## config.mk

```make
export PLATFORM = sky130hd
export DESIGN_NAME = alu_arbiter
export DESIGN_NICKNAME = d
export VERILOG_FILES = /design/src/rtl/alu_arbiter_pkg.sv /design/src/rtl/alu_arbiter_core.sv /design/src/rtl/alu_arbiter.sv
export SDC_FILE = /design/constraint.sdc
export NUM_CORES = 1
export LEC_CHECK = 0
export ABC_AREA = 1
export CAP_MARGIN = 20
export CORE_MARGIN = 4
export CORE_UTILIZATION = 50
export CTS_CLUSTER_DIAMETER = 150
export DETAILED_ROUTE_END_ITERATION = 16
export GPL_TIMING_DRIVEN = 0
export PLACE_DENSITY = 0.81
export SLEW_MARGIN = 20
export SYNTH_ARGS = -nofsm -noshare
export SYNTH_HDL_FRONTEND = slang
export SYNTH_HIERARCHICAL = 1
export SYNTH_SLANG_ARGS = --single-unit
```

## constraint.sdc

```tcl
create_clock -name clk -period 5.8 [get_ports clk]
set_input_delay 0.87 -clock clk [delete_from_list [all_inputs] [get_ports clk]]
set_output_delay 0.87 -clock clk [all_outputs]
set_load 0.01 [all_outputs]
```

## src/rtl/alu_arbiter_pkg.sv

```systemverilog
// Shared opcode constants, FSM state encoding and default widths for the
// two-requester ALU arbiter.
package alu_arbiter_pkg;

  localparam int WIDTH_DEF  = 4;
  localparam int CODE_W_DEF = 4;

  localparam int OP_ADD = 1;
  localparam int OP_SUB = 2;
  localparam int OP_SHL = 3;
  localparam int OP_SHR = 4;
  localparam int OP_AND = 5;
  localparam int OP_OR  = 6;
  localparam int OP_NOT = 7;

  typedef enum logic [1:0] {
    ST_IDLE = 2'd0,
    ST_EXEC = 2'd1,
    ST_RESP = 2'd2
  } state_t;

endpackage

```

## src/rtl/alu_arbiter_core.sv

```systemverilog
// Combinational ALU: (a, b, code) -> (ans, err). Unknown opcodes give ans=0
// with err set.
module alu_core
  import alu_arbiter_pkg::*;
#(
  parameter int WIDTH  = WIDTH_DEF,
  parameter int CODE_W = CODE_W_DEF
) (
  input  logic [WIDTH-1:0]  a,
  input  logic [WIDTH-1:0]  b,
  input  logic [CODE_W-1:0] code,
  output logic [WIDTH-1:0]  ans,
  output logic              err
);

  logic a_nz;
  logic b_nz;

  assign a_nz = |a;
  assign b_nz = |b;

  always_comb begin
    ans = '0;
    err = 1'b0;
    case (code)
      CODE_W'(OP_ADD): ans = a + b;
      CODE_W'(OP_SUB): ans = a - b;
      // Shift amounts of WIDTH or more flush every bit out.
      CODE_W'(OP_SHL): ans = (int'(b) >= WIDTH) ? '0 : (a << b);
      CODE_W'(OP_SHR): ans = (int'(b) >= WIDTH) ? '0 : (a >> b);
      CODE_W'(OP_AND): ans = {{(WIDTH-1){1'b0}}, a_nz & b_nz};
      CODE_W'(OP_OR):  ans = {{(WIDTH-1){1'b0}}, a_nz | b_nz};
      CODE_W'(OP_NOT): ans = ~a;
      default:         err = 1'b1;
    endcase
  end

endmodule

```

## src/rtl/alu_arbiter.sv

```systemverilog
// Round-robin arbiter that serialises two requesters onto one ALU, one
// operation in flight: IDLE (grant) -> EXEC (compute) -> RESP (hold result).
module alu_arbiter
  import alu_arbiter_pkg::*;
#(
  parameter int WIDTH  = WIDTH_DEF,
  parameter int CODE_W = CODE_W_DEF
) (
  input  logic                  clk,
  input  logic                  rst,
  input  logic [1:0]            req_valid,
  output logic [1:0]            req_ready,
  input  logic [2*WIDTH-1:0]    req_a,
  input  logic [2*WIDTH-1:0]    req_b,
  input  logic [2*CODE_W-1:0]   req_code,
  output logic [1:0]            rsp_valid,
  input  logic [1:0]            rsp_ready,
  output logic [WIDTH-1:0]      rsp_ans,
  output logic                  rsp_err,
  output logic                  busy,
  output logic [1:0]            dbg_state
);

  // Handshakes: a transfer happens on a rising edge where valid and ready of
  // the same bit are both 1. A requester holds valid and its payload stable
  // until accepted; rsp_valid holds with a stable payload until rsp_ready.

  state_t             state;
  logic               ptr;
  logic               gnt_idx;
  logic               gnt_q;
  logic [WIDTH-1:0]   a_q;
  logic [WIDTH-1:0]   b_q;
  logic [CODE_W-1:0]  code_q;
  logic [WIDTH-1:0]   ans_q;
  logic               err_q;
  logic [WIDTH-1:0]   alu_ans;
  logic               alu_err;
  logic               accept;

  // ptr names the requester that wins a tie.
  always_comb begin
    gnt_idx   = 1'b0;
    req_ready = 2'b00;
    if (req_valid[0] && req_valid[1]) begin
      gnt_idx = ptr;
    end else begin
      gnt_idx = req_valid[1];
    end
    if ((state == ST_IDLE) && !rst && (|req_valid)) begin
      req_ready[gnt_idx] = 1'b1;
    end
  end

  assign accept = |(req_valid & req_ready);

  alu_core #(
    .WIDTH  (WIDTH),
    .CODE_W (CODE_W)
  ) u_core (
    .a    (a_q),
    .b    (b_q),
    .code (code_q),
    .ans  (alu_ans),
    .err  (alu_err)
  );

  always_ff @(posedge clk) begin
    if (rst) begin
      state  <= ST_IDLE;
      ptr    <= 1'b0;
      gnt_q  <= 1'b0;
      a_q    <= '0;
      b_q    <= '0;
      code_q <= '0;
      ans_q  <= '0;
      err_q  <= 1'b0;
    end else begin
      case (state)
        ST_IDLE: begin
          if (accept) begin
            a_q    <= gnt_idx ? req_a[2*WIDTH-1:WIDTH]     : req_a[WIDTH-1:0];
            b_q    <= gnt_idx ? req_b[2*WIDTH-1:WIDTH]     : req_b[WIDTH-1:0];
            code_q <= gnt_idx ? req_code[2*CODE_W-1:CODE_W] : req_code[CODE_W-1:0];
            gnt_q  <= gnt_idx;
            state  <= ST_EXEC;
          end
        end
        ST_EXEC: begin
          ans_q <= alu_ans;
          err_q <= alu_err;
          state <= ST_RESP;
        end
        ST_RESP: begin
          // Fairness moves only once the result is taken, not at grant.
          if (rsp_ready[gnt_q]) begin
            ptr   <= ~gnt_q;
            state <= ST_IDLE;
          end
        end
        default: state <= ST_IDLE;
      endcase
    end
  end

  always_comb begin
    rsp_valid = 2'b00;
    if (state == ST_RESP) begin
      rsp_valid[gnt_q] = 1'b1;
    end
  end

  assign rsp_ans   = ans_q;
  assign rsp_err   = err_q;
  assign busy      = (state != ST_IDLE);
  assign dbg_state = state;

endmodule

```

---- Word level (Yosys, flattened, before mapping) ----
Cells that the tools add are included.
storage, ports and cells
  bits in registers ....................... 21
  logic and storage cells ................. 68
  input bits .............................. 30
cells by class
  order comparisons ....................... 5
  equality and inequality tests ........... 11
  add/sub/neg operators ................... 2
  muxes and demuxes ....................... 19
  reduce and logical (&&, ||, !) cells .... 16
  shifts and indexed selects .............. 2
  bitwise logic cells ..................... 5
operators with widths
  operator                                                            count
  case mux 4 bit (7 select lines)                                     1
  two-way mux 4 bit                                                   5
  == test 4 x 3 -> 1 bit (second input constant)                      4
  == test 4 x 2 -> 1 bit (second input constant)                      2
  two-way mux 2 bit                                                   4
  OR reduction 4 bit                                                  2
  OR reduction 7 bit                                                  1
  two-way mux 1 bit                                                   6
  case mux 2 bit (3 select lines)                                     1
  AND reduction 2 bit                                                 3
  logical AND 1 bit                                                   5
  adder 4 bit                                                         1
  == test 4 x 1 -> 1 bit (second input constant)                      1
  greater-or-equal comparator 4 x 3 -> 1 bit (second input constant)  1
  < comparator 1 x 2 -> 1 bit (second input constant)                 2
  != test 2 bit (second input constant)                               2
  inverter 4 bit                                                      1
  OR reduction 2 bit                                                  2
  << shifter 4 x 4 -> 4 bit                                           1
  >> shifter 4 x 4 -> 4 bit                                           1
  subtractor 4 bit                                                    1
  bitwise AND 2 bit                                                   1
  demux 1 bit (select 1 bit)                                          2
  == test 2 x 1 -> 1 bit (second input constant)                      1
  8 further kinds                                                     9

---- Longest topological paths before layout ----
  depth after elaboration ................. 11
  gate-level depth with buffers ........... 16

---- Cells and area by module ----
Netlist, hierarchy kept.
modules (own cells, without submodules)
  module       instances  cells an instance  area each (um2)
  alu_arbiter  1          148                1012.2
  alu_core     1          113                558.0

---- Worst setup path before layout ----
OpenSTA, ideal clock, no wires.
  path type ............................... in2out
  start ................................... input req_valid[0]
  end ..................................... output req_ready[0]
  required time ........................... 4930 ps
  setup slack ............................. 3520 ps
  cell stages on the path ................. 5
  data arrival time ....................... 1410 ps
  cell sequence ........................... inv_1 > nand2_2 > nand3b_4 > buf_2 > nor2_1
between the ends
  word-level cells in the longest chain between the ends .. 7
  elaborated cells between the ends (all ways) .. 10
  those cells by class .................... 2 x order compare; 4 x mux; 4 x reduce/logical
RTL lines
  element                                                                                                        line               RTL
  start: declaration                                                                                             alu_arbiter.sv:11  input logic [1:0] req_valid,
  logical AND 1 bit                                                                                              alu_arbiter.sv:45  if (req_valid[0] && req_valid[1]) begin
  two-way mux 1 bit                                                                                              alu_arbiter.sv:45
  < comparator 1 x 2 -> 1 bit (implied by the code) / greater-or-equal comparator 1 bit (equally long branches)  alu_arbiter.sv:51  req_ready[gnt_idx] = 1'b1;
  logical AND 1 bit (implied by the code)                                                                        alu_arbiter.sv:51
  two-way mux 1 bit (implied by the code)                                                                        alu_arbiter.sv:51
  demux 1 bit (select 1 bit)                                                                                     alu_arbiter.sv:51
  two-way mux 2 bit *                                                                                            alu_arbiter.sv:50  if ((state == ST_IDLE) && !rst && (|req_valid)) begin
  end: declaration                                                                                               alu_arbiter.sv:12  output logic [1:0] req_ready,
Every way passes the cells marked *; elsewhere a longest branch is shown, timed or not.

---- Worst setup path in the final report ----
  start ................................... input req_valid[1]
  end ..................................... output req_ready[0]
Same word-level chain as after synthesis.

==> results.json <==
{
  "drtIter0Drc": 84,
  "grt_util_met3_pct": 2.285,
  "routed_via_density": 4.866,
  "portBuffers": 41,
  "finalMaxSlewViolations": 0,
  "setup_viol": 0,
  "vias": 1703,
  "maxSlewHeadroom_pct": 58.06,
  "h-tree-depth": 1,
  "finalHoldViolCount": 0,
  "syn_nets": 296,
  "grt.total_usage_pct": 20.28,
  "grt_max_degree": 13,
  "max_cap_viol_count": 0,
  "clockBufferDepth": 2,
  "layout.nets": 342,
  "drcViolationCount": 0,
  "rows": 20,
  "fin_skew_ns": 0.01055,
  "grt_remaining_overflow": 0,
  "crit_family": "buffers and inverters",
  "cts_root_buf": "clkbuf_4",
  "fin_util_pct": 68.14,
  "num_antenna_cells": 0,
  "use_met2_pct": 34.58,
  "critPathRequiredTime_ns": 4.93,
  "drive_gt1_share_pct": 10.78,
  "dp_hpwl_um": 3037,
  "synth_cell_types": 27,
  "grt_first_pass_wirelength_um": 6748,
  "final_area_sq_mm": 0.002063,
  "dieArea_sq_mm": 0.004101,
  "antenna_left": 0,
  "core_area_sq_mm": 0.003028,
  "dpl-instance-area_sq_mm": 0.002036,
  "cts.clk_slew.worst_paths_ns": 0.12,
  "ctsResizeCount": 0,
  "ctsHoldBuffers": 0,
  "regToRegSetupSlack_ns": 3.62,
  "cts_tree": "built",
  "busiest_layer": "met2",
  "dp_cells": 346,
  "start_kind": "input pin",
  "syn_area_per_cell_sq_um": 6.016,
  "crit_fanout": 10,
  "layout_common_cells": "95 x nand2_1, 41 x clkdlybuf4s50_1, 31 x nand3_1",
  "crit_type": "input pin to primary output",
  "outcome": "finished, final reports clean",
  "die_x_um": 64.04,
  "crit_top_cell": "clkdlybuf4s50_1",
  "crit_path_max_incr_delay_ns": 0.56,
  "cts_setup_buffers": 0,
  "leakage_uw": 0.0009338,
  "peakVddDrop_uv": 93.75,
  "end_kind": "primary output",
  "antenna_found_initial": 0,
  "post-place-ws_ns": 2.390,
  "rsz0062_at_grt": "false",
  "area_growth_pct": 31.39,
  "setup_ws_ns": 2.399,
  "place_congestion": 0.9108,
  "grt_util_met1_pct": 25.84,
  "grt_pass1_vias": 1640,
  "crit_arrival_ns": 2.53,
  "synth_seq_cells": 21,
  "cts.sinks": 21,
  "totalWireLength_um": 3678,
  "period_minus_slack_ns": 3.401,
  "routedWlPerCell_um": 10.51,
  "clock_latency_ns": 0.31,
  "cts_buffers": 3,
  "final_common_cell": "nand2_1",
  "layout.cells.non_filler": 350,
  "path_cells": "clkdlybuf4s50_1 -> inv_2 -> nand2_2 -> nand3b_4 -> buf_2 -> nor2_1 -> clkdlybuf4s50_1",
  "ys_warn_count": 6,
  "netlist_area_sq_mm": 0.001570,
  "cp_slowest_cell": "clkdlybuf4s50_1",
  "p_per_area_mw_per_mm2": 179.2,
  "fp.dieH_um": 64.04,
  "initial_utilization_pct": 51.86,
  "max_freq_mhz": 294.0,
  "synthCells": 261,
  "io_pins": 42,
  "final.setup.tns_ns": 0,
  "dr.pass1.iters": 4,
  "cp_num_buf_inv": 4,
  "tightest_slew_ns": 0.6292,
  "hold_path_class": "flop to flop",
  "fin_crit_sh_pct": 58.64,
  "yosysSeqAreaShare_pct": 26.77
}
-- kinds of logic (layout without fill, tap and decap cells) --
family          Yosys count  after routing  share of synthesized area, %
flops                    21             21                         26.77
buf+inv                  38             83                         10.12
xor+xnor                  2              2                         1.116
fa+ha+maj                 5              5                         4.462
simple gates            160            160                         44.14
compound gates           35             35                         13.39
-- synthesized netlist by cell type (all sizes together) --
master | n | area [sq um]
buf | 5 | 33.78
dfxtp | 21 | 420.4
nand3b | 1 | 20.02
nand3 | 31 | 155.2
nor3 | 2 | 10.01
o21ai | 9 | 45.04
nand2 | 100 | 387.9
and2 | 1 | 6.260
nor2 | 23 | 101.4
nand4 | 2 | 12.51
xor2 | 1 | 8.760
o22ai | 1 | 6.260
a21oi | 25 | 158.9
ha | 4 | 50.05
clkbuf | 2 | 7.510
fa | 1 | 20.02
xnor2 | 1 | 8.760
inv | 30 | 112.6
clkinv | 1 | 5.000
-- per-stage QoR --
step	total power [uW]	hold slack, ns
2_1_floorplan	251.3	0.4389
3_3_place_gp	297.3	0.4514
3_5_place_dp	300.8	0.4547
4_1_cts	370.3	0.4731
5_1_grt	400.9	0.4996
6_report	369.7	0.4656
-- final timing paths --
path	start	end	cells past startpoint
setup / recovery	req_valid[1]	req_ready[0]	7
hold / removal	ptr$_SDFFE_PP0P_	ptr$_SDFFE_PP0P_	2
setup reg to reg	b_q[0]$_SDFFE_PP0P_	rsp_ans[3]$_SDFFE_PP0N_	14
hold reg to reg	ptr$_SDFFE_PP0P_	ptr$_SDFFE_PP0P_	2
-- worst min-delay path, stage by stage (launching register included) --
cell,delay (ns)
dfxtp_1,0.33
nand2_1,0.06
a21oi_1,0.05
-- state kept, by name (all words and copies together), names as in the netlist --
signal and count:
rsp_err 1, gnt_q 1, dbg_state 2, b_q 4, code_q 4, rsp_ans 4, a_q 4, ptr 1
-- final cells by class --
cell class | count | area [sq um]
inverter | 31 | 117.6
tap | 44 | 55.05
timing repair buffer | 41 | 410.4
buffer | 7 | 41.29
fill | 293 | 964.7
multi-input combinational | 202 | 991.0
clock inverter | 1 | 5.005
sequential | 21 | 420.4
clock buffer | 3 | 22.52
-- routing by layer --
layer / up-vias / routed length (um)
met5: - / 0
met4: 0 / 68
met3: 4 / 194
met1: 736 / 1759
li1: 918 / -
met2: 45 / 1656
-- where the power goes --
group	switching [uW]	internal [uW]	total, uW	leakage, uW
sequential	10.2	153	163	0.000171
combinational	72.4	62.5	135	0.000745
clock	46.0	25.8	71.8	0.0000177
total	129	241	370	0.000934
(Power assumes the default switching activity.)
